==> src/rtl/n64_poller.sv <==
`default_nettype none
// ============================================================================
// Module   : n64_poller
// Purpose  : Periodically polls an N64 controller over the joybus. It sends
//            command 0x01 and captures the 32-bit reply. When N64_ERR_CNT_EN
//            is defined, it adds a saturating timeout counter on err_cnt.
// Revision : 1.0
// ============================================================================
module n64_poller #(
    parameter int CYC_PER_US = 50,
    parameter int POLL_US    = 1000,
    parameter int TIMEOUT_US = 64
) (
    input  logic        clk,
    input  logic        rst,
    input  logic        jb_in,
    output logic        jb_oe,
    output logic [31:0] cntlr_data,
    output logic        set_cntlr_data_rdy,
    output logic        timeout_err
`ifdef N64_ERR_CNT_EN
    ,
    output logic [7:0]  err_cnt
`endif
);
    localparam int c_poll_cyc = POLL_US * CYC_PER_US;
    localparam int c_to_cyc   = TIMEOUT_US * CYC_PER_US;
    localparam int c_bit_cyc  = 4 * CYC_PER_US;
    localparam int c_cnt_max  = (c_to_cyc > c_bit_cyc) ? c_to_cyc : c_bit_cyc;
    localparam int c_poll_w   = $clog2(c_poll_cyc + 1);
    localparam int c_cnt_w    = $clog2(c_cnt_max + 1);

    localparam logic [c_poll_w-1:0] c_poll_last = c_poll_w'(c_poll_cyc - 1);
    localparam logic [c_poll_w-1:0] c_poll_one  = c_poll_w'(1);
    localparam logic [c_cnt_w-1:0]  c_cnt_one   = c_cnt_w'(1);
    localparam logic [c_cnt_w-1:0]  c_one_us    = c_cnt_w'(CYC_PER_US);
    localparam logic [c_cnt_w-1:0]  c_three_us  = c_cnt_w'(3 * CYC_PER_US);
    localparam logic [c_cnt_w-1:0]  c_one_last  = c_cnt_w'(CYC_PER_US - 1);
    localparam logic [c_cnt_w-1:0]  c_samp_last = c_cnt_w'(2 * CYC_PER_US - 1);
    localparam logic [c_cnt_w-1:0]  c_bit_last  = c_cnt_w'(c_bit_cyc - 1);
    localparam logic [c_cnt_w-1:0]  c_to_last   = c_cnt_w'(c_to_cyc - 1);

    typedef enum logic [2:0] {
        IDLE    = 3'd0,
        TX_BIT  = 3'd1,
        TX_STOP = 3'd2,
        RX_WAIT = 3'd3,
        RX_BIT  = 3'd4,
        RX_STOP = 3'd5,
        DONE    = 3'd6
    } state_t;

    state_t                r_state;
    state_t                w_state_nxt;
    logic                  r_sync1, r_sync2, r_line_d;
    logic [c_poll_w-1:0]   r_poll_cnt;
    logic                  r_pending;
    logic [c_cnt_w-1:0]    r_cnt;
    logic [5:0]            r_bit_idx;
    logic                  r_sampled;
    logic                  r_seen_fall;
    logic [31:0]           r_shift;
    logic [31:0]           r_cntlr_data;
    logic                  r_rdy;
    logic                  r_to;

    logic                  w_line;
    logic                  w_fall;
    logic                  w_poll_exp;
    logic                  w_to_hit;
    logic [c_cnt_w-1:0]    w_low_len;
    logic                  w_oe;
    logic                  w_sample;
    logic                  w_abort;

    assign w_line     = r_sync2;
    assign w_fall     = r_line_d & ~r_sync2;
    assign w_poll_exp = (r_poll_cnt == c_poll_last);
    assign w_to_hit   = (r_cnt == c_to_last);
    // Command 0x01 sent MSB first: only the eighth bit is a one.
    assign w_low_len  = (r_bit_idx[2:0] == 3'd7) ? c_one_us : c_three_us;

    always_ff @(posedge clk or posedge rst) begin
        if (rst) begin
            r_sync1    <= 1'b1;
            r_sync2    <= 1'b1;
            r_line_d   <= 1'b1;
            r_poll_cnt <= '0;
            r_pending  <= 1'b0;
        end else begin
            r_sync1    <= jb_in;
            r_sync2    <= r_sync1;
            r_line_d   <= r_sync2;
            r_poll_cnt <= w_poll_exp ? '0 : r_poll_cnt + c_poll_one;
            if (w_poll_exp)
                r_pending <= 1'b1;
            else if (r_state == IDLE && w_state_nxt == TX_BIT)
                r_pending <= 1'b0;
        end
    end

    always_ff @(posedge clk or posedge rst) begin
        if (rst)
            r_state <= IDLE;
        else
            r_state <= w_state_nxt;
    end

    always_comb begin
        w_state_nxt = r_state;
        w_oe        = 1'b0;
        w_sample    = 1'b0;
        w_abort     = 1'b0;
        case (r_state)
            IDLE: begin
                if (r_pending && w_line)
                    w_state_nxt = TX_BIT;
            end
            TX_BIT: begin
                w_oe = (r_cnt < w_low_len);
                if (r_cnt == c_bit_last && r_bit_idx[2:0] == 3'd7)
                    w_state_nxt = TX_STOP;
            end
            TX_STOP: begin
                w_oe = 1'b1;
                if (r_cnt == c_one_last)
                    w_state_nxt = RX_WAIT;
            end
            RX_WAIT: begin
                if (w_fall)
                    w_state_nxt = RX_BIT;
                else if (w_to_hit)
                    w_abort = 1'b1;
            end
            RX_BIT: begin
                w_sample = ~r_sampled && (r_cnt == c_samp_last);
                if (r_sampled && w_line)
                    w_state_nxt = (r_bit_idx == 6'd31) ? RX_STOP : RX_WAIT;
                else if (w_to_hit)
                    w_abort = 1'b1;
            end
            RX_STOP: begin
                if (r_seen_fall && w_line)
                    w_state_nxt = DONE;
                else if (w_to_hit)
                    w_abort = 1'b1;
            end
            DONE:    w_state_nxt = IDLE;
            default: w_state_nxt = IDLE;
        endcase
        if (w_abort)
            w_state_nxt = IDLE;
    end

    // The wait counter restarts on every state change so each wait gets its own timeout budget.
    always_ff @(posedge clk or posedge rst) begin
        if (rst) begin
            r_cnt        <= '0;
            r_bit_idx    <= '0;
            r_sampled    <= 1'b0;
            r_seen_fall  <= 1'b0;
            r_shift      <= '0;
            r_cntlr_data <= '0;
            r_rdy        <= 1'b0;
            r_to         <= 1'b0;
        end else begin
            if (r_state != w_state_nxt || r_state == IDLE || r_state == DONE)
                r_cnt <= '0;
            else if (r_state == TX_BIT && r_cnt == c_bit_last)
                r_cnt <= '0;
            else
                r_cnt <= r_cnt + c_cnt_one;

            if (r_state == IDLE || r_state == TX_STOP)
                r_bit_idx <= '0;
            else if (r_state == TX_BIT && r_cnt == c_bit_last)
                r_bit_idx <= r_bit_idx + 6'd1;
            else if (r_state == RX_BIT && w_state_nxt != RX_BIT && !w_abort)
                r_bit_idx <= r_bit_idx + 6'd1;

            r_sampled   <= (r_state == RX_BIT && w_state_nxt == RX_BIT) ? (r_sampled | w_sample) : 1'b0;
            r_seen_fall <= (r_state == RX_STOP && w_state_nxt == RX_STOP) ? (r_seen_fall | w_fall) : 1'b0;

            // Byte k of the reply lands in [8k+7:8k], received MSB first.
            if (r_state == IDLE)
                r_shift <= '0;
            else if (w_sample)
                r_shift[{r_bit_idx[4:3], ~r_bit_idx[2:0]}] <= w_line;

            if (r_state == DONE)
                r_cntlr_data <= r_shift;
            r_rdy <= (r_state == DONE);
            r_to  <= w_abort;
        end
    end

    assign jb_oe              = w_oe;
    assign cntlr_data         = r_cntlr_data;
    assign set_cntlr_data_rdy = r_rdy;
    assign timeout_err        = r_to;

`ifdef N64_ERR_CNT_EN
    logic [7:0] r_err_cnt;

    always_ff @(posedge clk or posedge rst) begin
        if (rst)
            r_err_cnt <= 8'd0;
        else if (w_abort && r_err_cnt != 8'hFF)
            r_err_cnt <= r_err_cnt + 8'd1;
    end

    assign err_cnt = r_err_cnt;
`endif

endmodule
`default_nettype wire

==> config.mk <==
export PLATFORM = sky130hd
export DESIGN_NAME = n64_poller
export DESIGN_NICKNAME = d
export VERILOG_FILES = /design/src/rtl/n64_poller.sv
export SDC_FILE = /design/constraint.sdc
export NUM_CORES = 1
export LEC_CHECK = 0
export BUFFER_PORTS_ARGS = -buffer_cell sky130_fd_sc_hd__clkbuf_2
export CAP_MARGIN = 20
export CORE_MARGIN = 4
export CORE_UTILIZATION = 45
export CTS_CLUSTER_DIAMETER = 60
export DETAILED_ROUTE_END_ITERATION = 8
export GPL_ROUTABILITY_DRIVEN = 0
export PLACE_DENSITY = 0.72
export SLEW_MARGIN = 10
export SYNTH_ARGS = -nofsm -noshare
export SYNTH_HDL_FRONTEND = slang
export SYNTH_SLANG_ARGS = --single-unit
==> constraint.sdc <==
create_clock -name clk -period 10.28 [get_ports clk]
set_clock_uncertainty 0.05 [all_clocks]
set_input_delay 1.028 -clock clk [delete_from_list [all_inputs] [get_ports clk]]
set_output_delay 1.028 -clock clk [all_outputs]
set_load 0.02 [all_outputs]
==> Word-level counts from Yosys, hierarchy flattened <==
Cells that the tools add are included.
{ "op_classes": {"add_sub_neg": 3, "order_cmp": 3, "n_eq_ne": 18, "mux": 32, "bitwise": 6, "reduce_logical": 20} }
{ "ops": {"columns": ["op", "n"], "rows": [
  ["two-way mux 32 bit", 2],
  ["bitwise mux 32 bit", 1],
  ["two-way mux 12 bit", 2],
  ["two-way mux 3 bit", 8],
  ["equality test 3 bit (second input constant)", 6],
  ["two-way mux 6 bit", 3],
  ["case mux 3 bit (6 select lines)", 1],
  ["adder 16 x 1 -> 16 bit (second input constant)", 1],
  ["equality test 16 bit (second input constant)", 1],
  ["two-way mux 16 bit", 1],
  ["adder 12 x 1 -> 12 bit (second input constant)", 1],
  ["equality test 12 bit (second input constant)", 1],
  ["equality test 12 x 6 -> 1 bit (second input constant)", 1],
  ["equality test 12 x 7 -> 1 bit (second input constant)", 1],
  ["equality test 12 x 8 -> 1 bit (second input constant)", 1],
  ["logical AND 1 bit", 12],
  ["< comparator 12 x 8 -> 1 bit", 1],
  ["two-way mux 1 bit", 10],
  ["two-way mux 8 bit", 1],
  ["adder 6 x 1 -> 6 bit (second input constant)", 1],
  ["equality test 3 x 1 -> 1 bit (second input constant)", 2],
  ["equality test 3 x 2 -> 1 bit (second input constant)", 2],
  ["equality test 6 x 5 -> 1 bit (second input constant)", 1],
  ["< comparator 5 x 6 -> 1 bit (second input constant)", 1],
  ["15 further kinds", 20]
]} }
{ "totals": {"register_bits": 109, "in_bits": 3, "output_inout_bits": 35, "wordCells": 96} }

==> Depth between registers and ports, before layout <==
Gate-level depths: netlist of the first run.
{ "logic_depth": {"word_depth": 11, "depth_mapped": 8, "mapped_depth_nobuf": 8} }

==> Worst setup path before layout of the first run <==
OpenSTA, ideal clock, no wires.
{ "synth_path": {"kind": "flip-flop to output port", "start": "register r_bit_idx[0]", "end": "output port jb_oe", "t_arrival_ps": 2442, "required_ps": 9202, "setup_slack_ps": 6760, "path_stages_with_launch": 9, "n_path_buf": 0, "path_cell_list": "dfrtp_1 ha_1 ha_1 ha_1 a211o_1 a311o_1 a2111oi_0 nor2_1 nor2_1"} }
{ "synth_between": {"elab_chain_cells": 4} }
{ "synth_rtl": {"columns": ["item", "line", "rtl"], "rows": [
  ["start, declared", "59", "logic [5:0] r_bit_idx;"],
  ["start signal, assigned", "177", "r_bit_idx <= r_bit_idx + 6'd1;"],
  ["start signal, assigned", "179", "r_bit_idx <= r_bit_idx + 6'd1;"],
  ["equality test 3 bit", "81", "assign w_low_len = (r_bit_idx[2:0] == 3'd7) ? c_one_us : c_three_us;"],
  ["two-way mux 8 bit", "81", null],
  ["< comparator 12 x 8 -> 1 bit", "120", "w_oe = (r_cnt < w_low_len);"],
  ["case mux 1 bit (2 select lines)", "114", "case (r_state)"],
  ["end, declared", "17", "output logic jb_oe,"]
]} }
Every way passes these cells.

==> Final worst setup path of the first run <==
Ends and elaborated chain as after synthesis.

==> results of run 1 <==
-- flip-flops by register name, indices dropped and copies added (netlist names) --
register	flops
timeout_err	1
r_line_d	1
r_shift	32
r_sync2	1
r_seen_fall	1
r_bit_idx	6
r_sync1	1
r_cnt	12
r_poll_cnt	16
set_cntlr_data_rdy	1
r_pending	1
r_state	3
cntlr_data	32
r_sampled	1
-- cell usage after synthesis (4+ instances only) --
cell type,n
nor2b_1,4
nand2_1,32
nand3_1,40
nand2b_1,4
and2_1,11
xnor2_1,12
mux2_2,32
nor2_1,37
or3_1,4
nor3_1,8
clkbuf_1,16
nor4_1,6
a21oi_1,36
xor2_1,12
o21ai_0,38
ha_1,12
and3_1,4
dfrtp_1,106
inv_1,10
-- how the worst max path moves through the flow --
| stage | endpoint | slack (ps) | cells after the start | start |
|---|---|---|---|---|
| final | jb_oe | 6180 | 9 | r_bit_idx[0] |
| after global routing | jb_oe | 6040 | 9 | r_bit_idx[1] |
| after CTS | jb_oe | 6140 | 9 | r_bit_idx[0] |
| after detailed placement | jb_oe | 6540 | 9 | r_bit_idx[0] |
| after global placement | jb_oe | 6640 | 9 | r_bit_idx[0] |
| after floorplan | cntlr_data[0] | 6330 | 1 | rst |
-- cell families (layout without fill, tap and decap cells) --
group	after synthesis	after routing	share of synthesized area
simple gates	184	184	0.191
flops	109	109	0.524
compound gates	93	93	0.102
mux	36	36	0.0775
buf+inv	36	67	0.0362
xor+xnor	24	24	0.0403
fa+ha+maj	12	12	0.0288
-- where the power goes --
group | internal (mW) | switching, mW | leakage (nW) | total (mW)
Clock | 0.189 | 0.149 | 0.138 | 0.338
Combinational | 0.00206 | 0.00853 | 0.953 | 0.0106
Sequential | 0.430 | 0.00233 | 1.50 | 0.432
-- metrics by stage --
step / utilization / hold WS [ps]
6_report: 0.507 / 306
2_1_floorplan: - / 295
4_1_cts: 0.504 / 307
3_3_place_gp: 0.480 / 296
3_5_place_dp: 0.480 / 297
5_1_grt: 0.507 / 314
-- worst max-delay path: cells and delay by family, from the launching register on --
family                   cells  cell delay [ps]
flip-flops                   1              410
AO/OA/AOI/OAI                3             1030
buffers and inverters        1              180
adder cells (fa/ha/maj)      3              860
AND/OR/NAND/NOR              2              180
-- cell type report --
cell class                 instances  area share
timing repair buffer              41      0.0408
sequential                       109       0.474
tap                              143      0.0310
clock buffer                      13      0.0417
clock inverter                     3     0.00695
inverter                          10     0.00695
multi-input combinational        349       0.399
-- layer usage --
metal,vias up,GRT usage,wire (um)
li1,1800,-,-
met1,1850,0.205,4570
met2,78,0.268,5190
met3,16,0.0402,438
met4,0,0.0797,197
met5,-,0,0
==> impl_metrics.py, run 1 <==
metrics = {
    "outcome": {
        "status": "finished clean",
    },
    "final_layout": {
        "seqCellArea_um2": 2730,
        "drive_above_1_share": 0.200,
        "design_area_um2": 5760,
        "final_cells": 668,
        "multi_input_comb_area_um2": 2300,
        "nets": 535,
        "n_antenna_cell": 0,
        "area_growth_pct": 10.6,
        "layout_commonest_cell": "dfrtp_1",
        "final.fill_count": 1003,
        "final_cell_mix": "106 x dfrtp_1, 40 x nand3_1, 38 x o21ai_0",
    },
    "critical_path": {
        "cp-end-kind": "output port",
        "r2r_start": "r_state[2]",
        "cp_slowest_cell": "a2111oi_0",
        "crit_required_ps": 9200,
        "crit_chain": "ha_1 > ha_1 > ha_1 > a211o_1 > a311o_1 > a2111oi_0 > nor2_1 > nor2_1 > clkbuf_2",
        "critPathLaunchType": "flop",
        "crit_fanout": 5,
        "path_class": "flop to output port",
        "cpPeakStageDelay_ps": 430,
        "r2r_setup_slack_ps": 7430,
        "r2r_end": "r_shift[20]",
        "cp.arrival_ps": 3020,
        "cpMostUsedCell": "ha_1",
        "rr_worst_depth": 6,
    },
    "yosys": {
        "synth-edff-count": 0,
        "synth_top_area_frac": 0.509,
        "syn_nets": 509,
        "syn_inst": 494,
        "syn_area_um2": 5210,
        "ys.flop_type": "dfrtp_1",
        "synth.distinct_cells": 56,
        "yosysTopAreaCell": "dfrtp_1",
        "ys_seq_elements": 109,
        "synth_top_cells_by_area": "dfrtp_1 51%, mux2_2 6.9%, nand3_1 3.8%",
        "synth_warnings": 0,
        "ys_seq_area_frac": 0.524,
        "async_flop_share": 1.00,
        "syn_avg_cell_area_um2": 10.6,
    },
    "timing": {
        "tightest_slew_ps": 1090,
        "slew_viol_final": 0,
        "fin_ws_ps": 6180,
        "period_needed_ps": 4100,
        "min_period_over_period": 0.398,
        "finalSetupViolations": 0,
        "clock.fmax_mhz": 244,
        "tns_ps": 0,
        "hold_violations": 0,
        "rsz0062_at_grt": "no",
        "max-slew-margin-rel": 0.273,
    },
    "power": {
        "powerDensity_nw_per_um2": 135,
        "ir_worst_vdd_v": 0.000106,
        "p_leak_nw": 2.59,
        "power_mw": 0.781,
    },
    "clock_network": {
        "h-tree-depth": 3,
        "cts.sinks": 109,
        "post_cts.repair.setup_buffers": 0,
        "ctsRootBufferMaster": "clkbuf_16",
        "holdBufCountCts": 0,
        "ctsResizeCount": 0,
        "cts_tree": "done",
        "cts-buffers-inserted": 9,
        "cts_max_path_buffers": 2,
        "clk_latency_ps": 350,
        "clk_pin_slew_ps": 70,
    },
    "place": {
        "pre_cts_slack_ps": 6540,
        "port_buffers": 37,
        "dp_hpwl_um": 7010,
        "dp_cells": 651,
        "dpl_cell_area_um2": 5460,
    },
    "routing": {
        "wl_per_cell_um": 15.6,
        "ant_nets": 0,
        "drt-total-wl_um": 10400,
        "drc": 0,
        "viasPerCell": 5.60,
        "drt_iter0_drc": 273,
        "num_vias": 3744,
        "detail_route.first_pass.iterations": 4,
    },
    "floorplanning": {
        "dieArea_um2": 13400,
        "placementRows": 39,
        "core-area_um2": 11400,
        "io_pins": 38,
        "die_w_um": 116,
        "dieHeight_um": 116,
        "initial_core_util": 0.458,
    },
    "global_route": {
        "grt.total_usage": 0.164,
        "grt_pass1_vias": 3739,
        "grt_max_degree": 81,
        "grt_overflow": 0,
        "grt_pass1_wl_um": 17500,
        "grt_antenna_before_repair": 0,
    },
    "worst_hold_path": {
        "min_path_type": "flop to flop",
        "whs_endpoint": "r_sync2",
        "hold_depth": 0,
        "hold_start": "r_sync1",
    },
    "run": {
        "cap_violations": 0,
    },
}
(Power assumes the default switching activity.)
==> run 2: changes to the inputs <==
PLACE_DENSITY = 0.75   (was 0.72)
clock period = 3.55 ns   (was 10.28 ns; I/O delays follow)
==> impl_metrics.py, run 2 (synthesis results as in run 1) <==
metrics = {
    "critical_path": {
        "path_class": "flop to output port",
        "cpPeakStageDelay_ps": 440,
        "r2r_setup_slack_ps": 670,
        "crit_required_ps": 3140,
        "cp_slowest_cell": "dfrtp_1",
        "crit_fanout": 5,
        "cp-end-kind": "output port",
        "r2r_end": "r_shift[8]",
        "cpMostUsedCell": "ha_1",
        "rr_worst_depth": 6,
        "startpoint": "r_bit_idx[1]",
        "critPathLaunchType": "flop",
        "r2r_start": "r_state[1]",
        "crit_chain": "ha_1 > ha_1 > ha_1 > a211o_1 > a311o_1 > a2111oi_0 > nor2_1 > nor2_1 > clkbuf_2",
        "cp.arrival_ps": 3000,
    },
    "clock_network": {
        "clk_pin_slew_ps": 70,
        "cts-buffers-inserted": 9,
        "ctsRootBufferMaster": "clkbuf_16",
        "holdBufCountCts": 0,
        "cts.sinks": 109,
        "h-tree-depth": 3,
        "cts_tree": "done",
        "cts_max_path_buffers": 2,
        "post_cts.repair.setup_buffers": 0,
        "clk_latency_ps": 350,
        "ctsResizeCount": 0,
    },
    "place": {
        "pre_cts_slack_ps": 548,
        "dp_hpwl_um": 7310,
        "dp_cells": 657,
        "port_buffers": 37,
    },
    "floorplanning": {
        "dieArea_um2": 13400,
        "initial_core_util": 0.458,
        "placementRows": 39,
        "dieHeight_um": 116,
        "io_pins": 38,
        "core-area_um2": 11400,
        "die_w_um": 116,
    },
    "outcome": {
        "status": "finished clean",
    },
    "worst_hold_path": {
        "whs_endpoint": "r_sync1",
        "hold_start": "jb_in",
        "hold_depth": 1,
        "min_path_type": "input port to flop",
    },
    "routing": {
        "ant_nets": 0,
        "drt-total-wl_um": 10900,
        "num_vias": 3865,
        "wl_per_cell_um": 16.1,
        "drc": 0,
        "viasPerCell": 5.74,
        "detail_route.first_pass.iterations": 5,
        "drt_iter0_drc": 314,
    },
    "timing": {
        "finalSetupViolations": 0,
        "hold_violations": 0,
        "whs_ps": 30.7,
        "tightest_slew_ps": 879,
        "tns_ps": 0,
        "clock.fmax_mhz": 294,
        "fin_ws_ps": 150,
        "max-slew-margin-rel": 0.410,
        "period_needed_ps": 3400,
        "slew_viol_final": 0,
        "rsz0062_at_grt": "no",
        "min_period_over_period": 0.958,
    },
    "global_route": {
        "grt_pass1_wl_um": 18800,
        "grt.total_usage": 0.174,
        "grt_overflow": 0,
        "grt_pass1_vias": 3925,
        "grt_antenna_before_repair": 0,
        "grt_max_degree": 68,
    },
    "final_layout": {
        "multi_input_comb_area_um2": 2300,
        "layout_commonest_cell": "dfrtp_1",
        "drive_above_1_share": 0.215,
        "n_antenna_cell": 0,
        "final_cell_mix": "106 x dfrtp_1, 40 x nand3_1, 38 x o21ai_0",
        "area_growth_pct": 11.2,
        "nets": 540,
        "seqCellArea_um2": 2730,
        "fin_util": 0.510,
        "final_cells": 673,
        "final.fill_count": 984,
    },
    "power": {
        "ir_worst_vdd_v": 0.000202,
        "p_leak_nw": 2.61,
        "powerDensity_nw_per_um2": 396,
    },
    "run": {
        "cap_violations": 0,
    },
}
-- run 2: cell count changes in the layout (fill, tap and decap cells not counted), sizes merged --
cell,change
buf,+5
bufinv,-1
clkbuf,-4
clkinv,-1
clkinvlp,+1
inv,+5
-- run 2: worst max-delay path by stage --
stage / cells past startpoint / slack (ps) / endpoint
6_report: 9 / 150 / jb_oe
5_1_grt: 9 / 20 / jb_oe
4_1_cts: 9 / 150 / jb_oe
3_5_place_dp: 9 / 550 / jb_oe
3_3_place_gp: 9 / 610 / jb_oe
2_1_floorplan: 1 / 280 / cntlr_data[0]
-- run 2: where the power goes --
group          internal, mW  leakage, nW  switching, mW
Sequential             1.24         1.50        0.00176
Combinational       0.00417        0.971         0.0301
Clock                 0.501        0.144          0.514
Total                  1.75         2.61          0.546
-- run 2: worst max-delay path, delay by kind of cell, from the launching register on --
kind,cells,cell delay (ps)
AO/OA/AOI/OAI,3,1030
adder cells (fa/ha/maj),3,850
buffers and inverters,1,170
flip-flops,1,440
AND/OR/NAND/NOR,2,170
-- run 2: cell type report --
| class | instances | share of cell area |
|---|---|---|
| timing repair buffer | 46 | 0.0436 |
| inverter | 10 | 0.00691 |
| tap | 143 | 0.0309 |
| sequential | 109 | 0.471 |
| multi-input combinational | 349 | 0.396 |
| clock inverter | 7 | 0.0125 |
| clock buffer | 9 | 0.0388 |
-- run 2: stage by stage --
| stage | instance area [um^2] | total power [mW] |
|---|---|---|
| 2_1_floorplan | 5210 | 1.29 |
| 3_3_place_gp | 5500 | 1.30 |
| 3_5_place_dp | 5500 | 1.31 |
| 4_1_cts | 5800 | 2.30 |
| 5_1_grt | 5800 | 2.36 |
| 6_report | 5800 | 2.29 |
-- run 2: layer usage --
layer,track usage,wire length [um],vias to the layer above
li1,-,-,1808
met4,0.0758,252,0
met2,0.283,5220,142
met3,0.0345,611,22
met5,0,0,-
met1,0.229,4780,1893
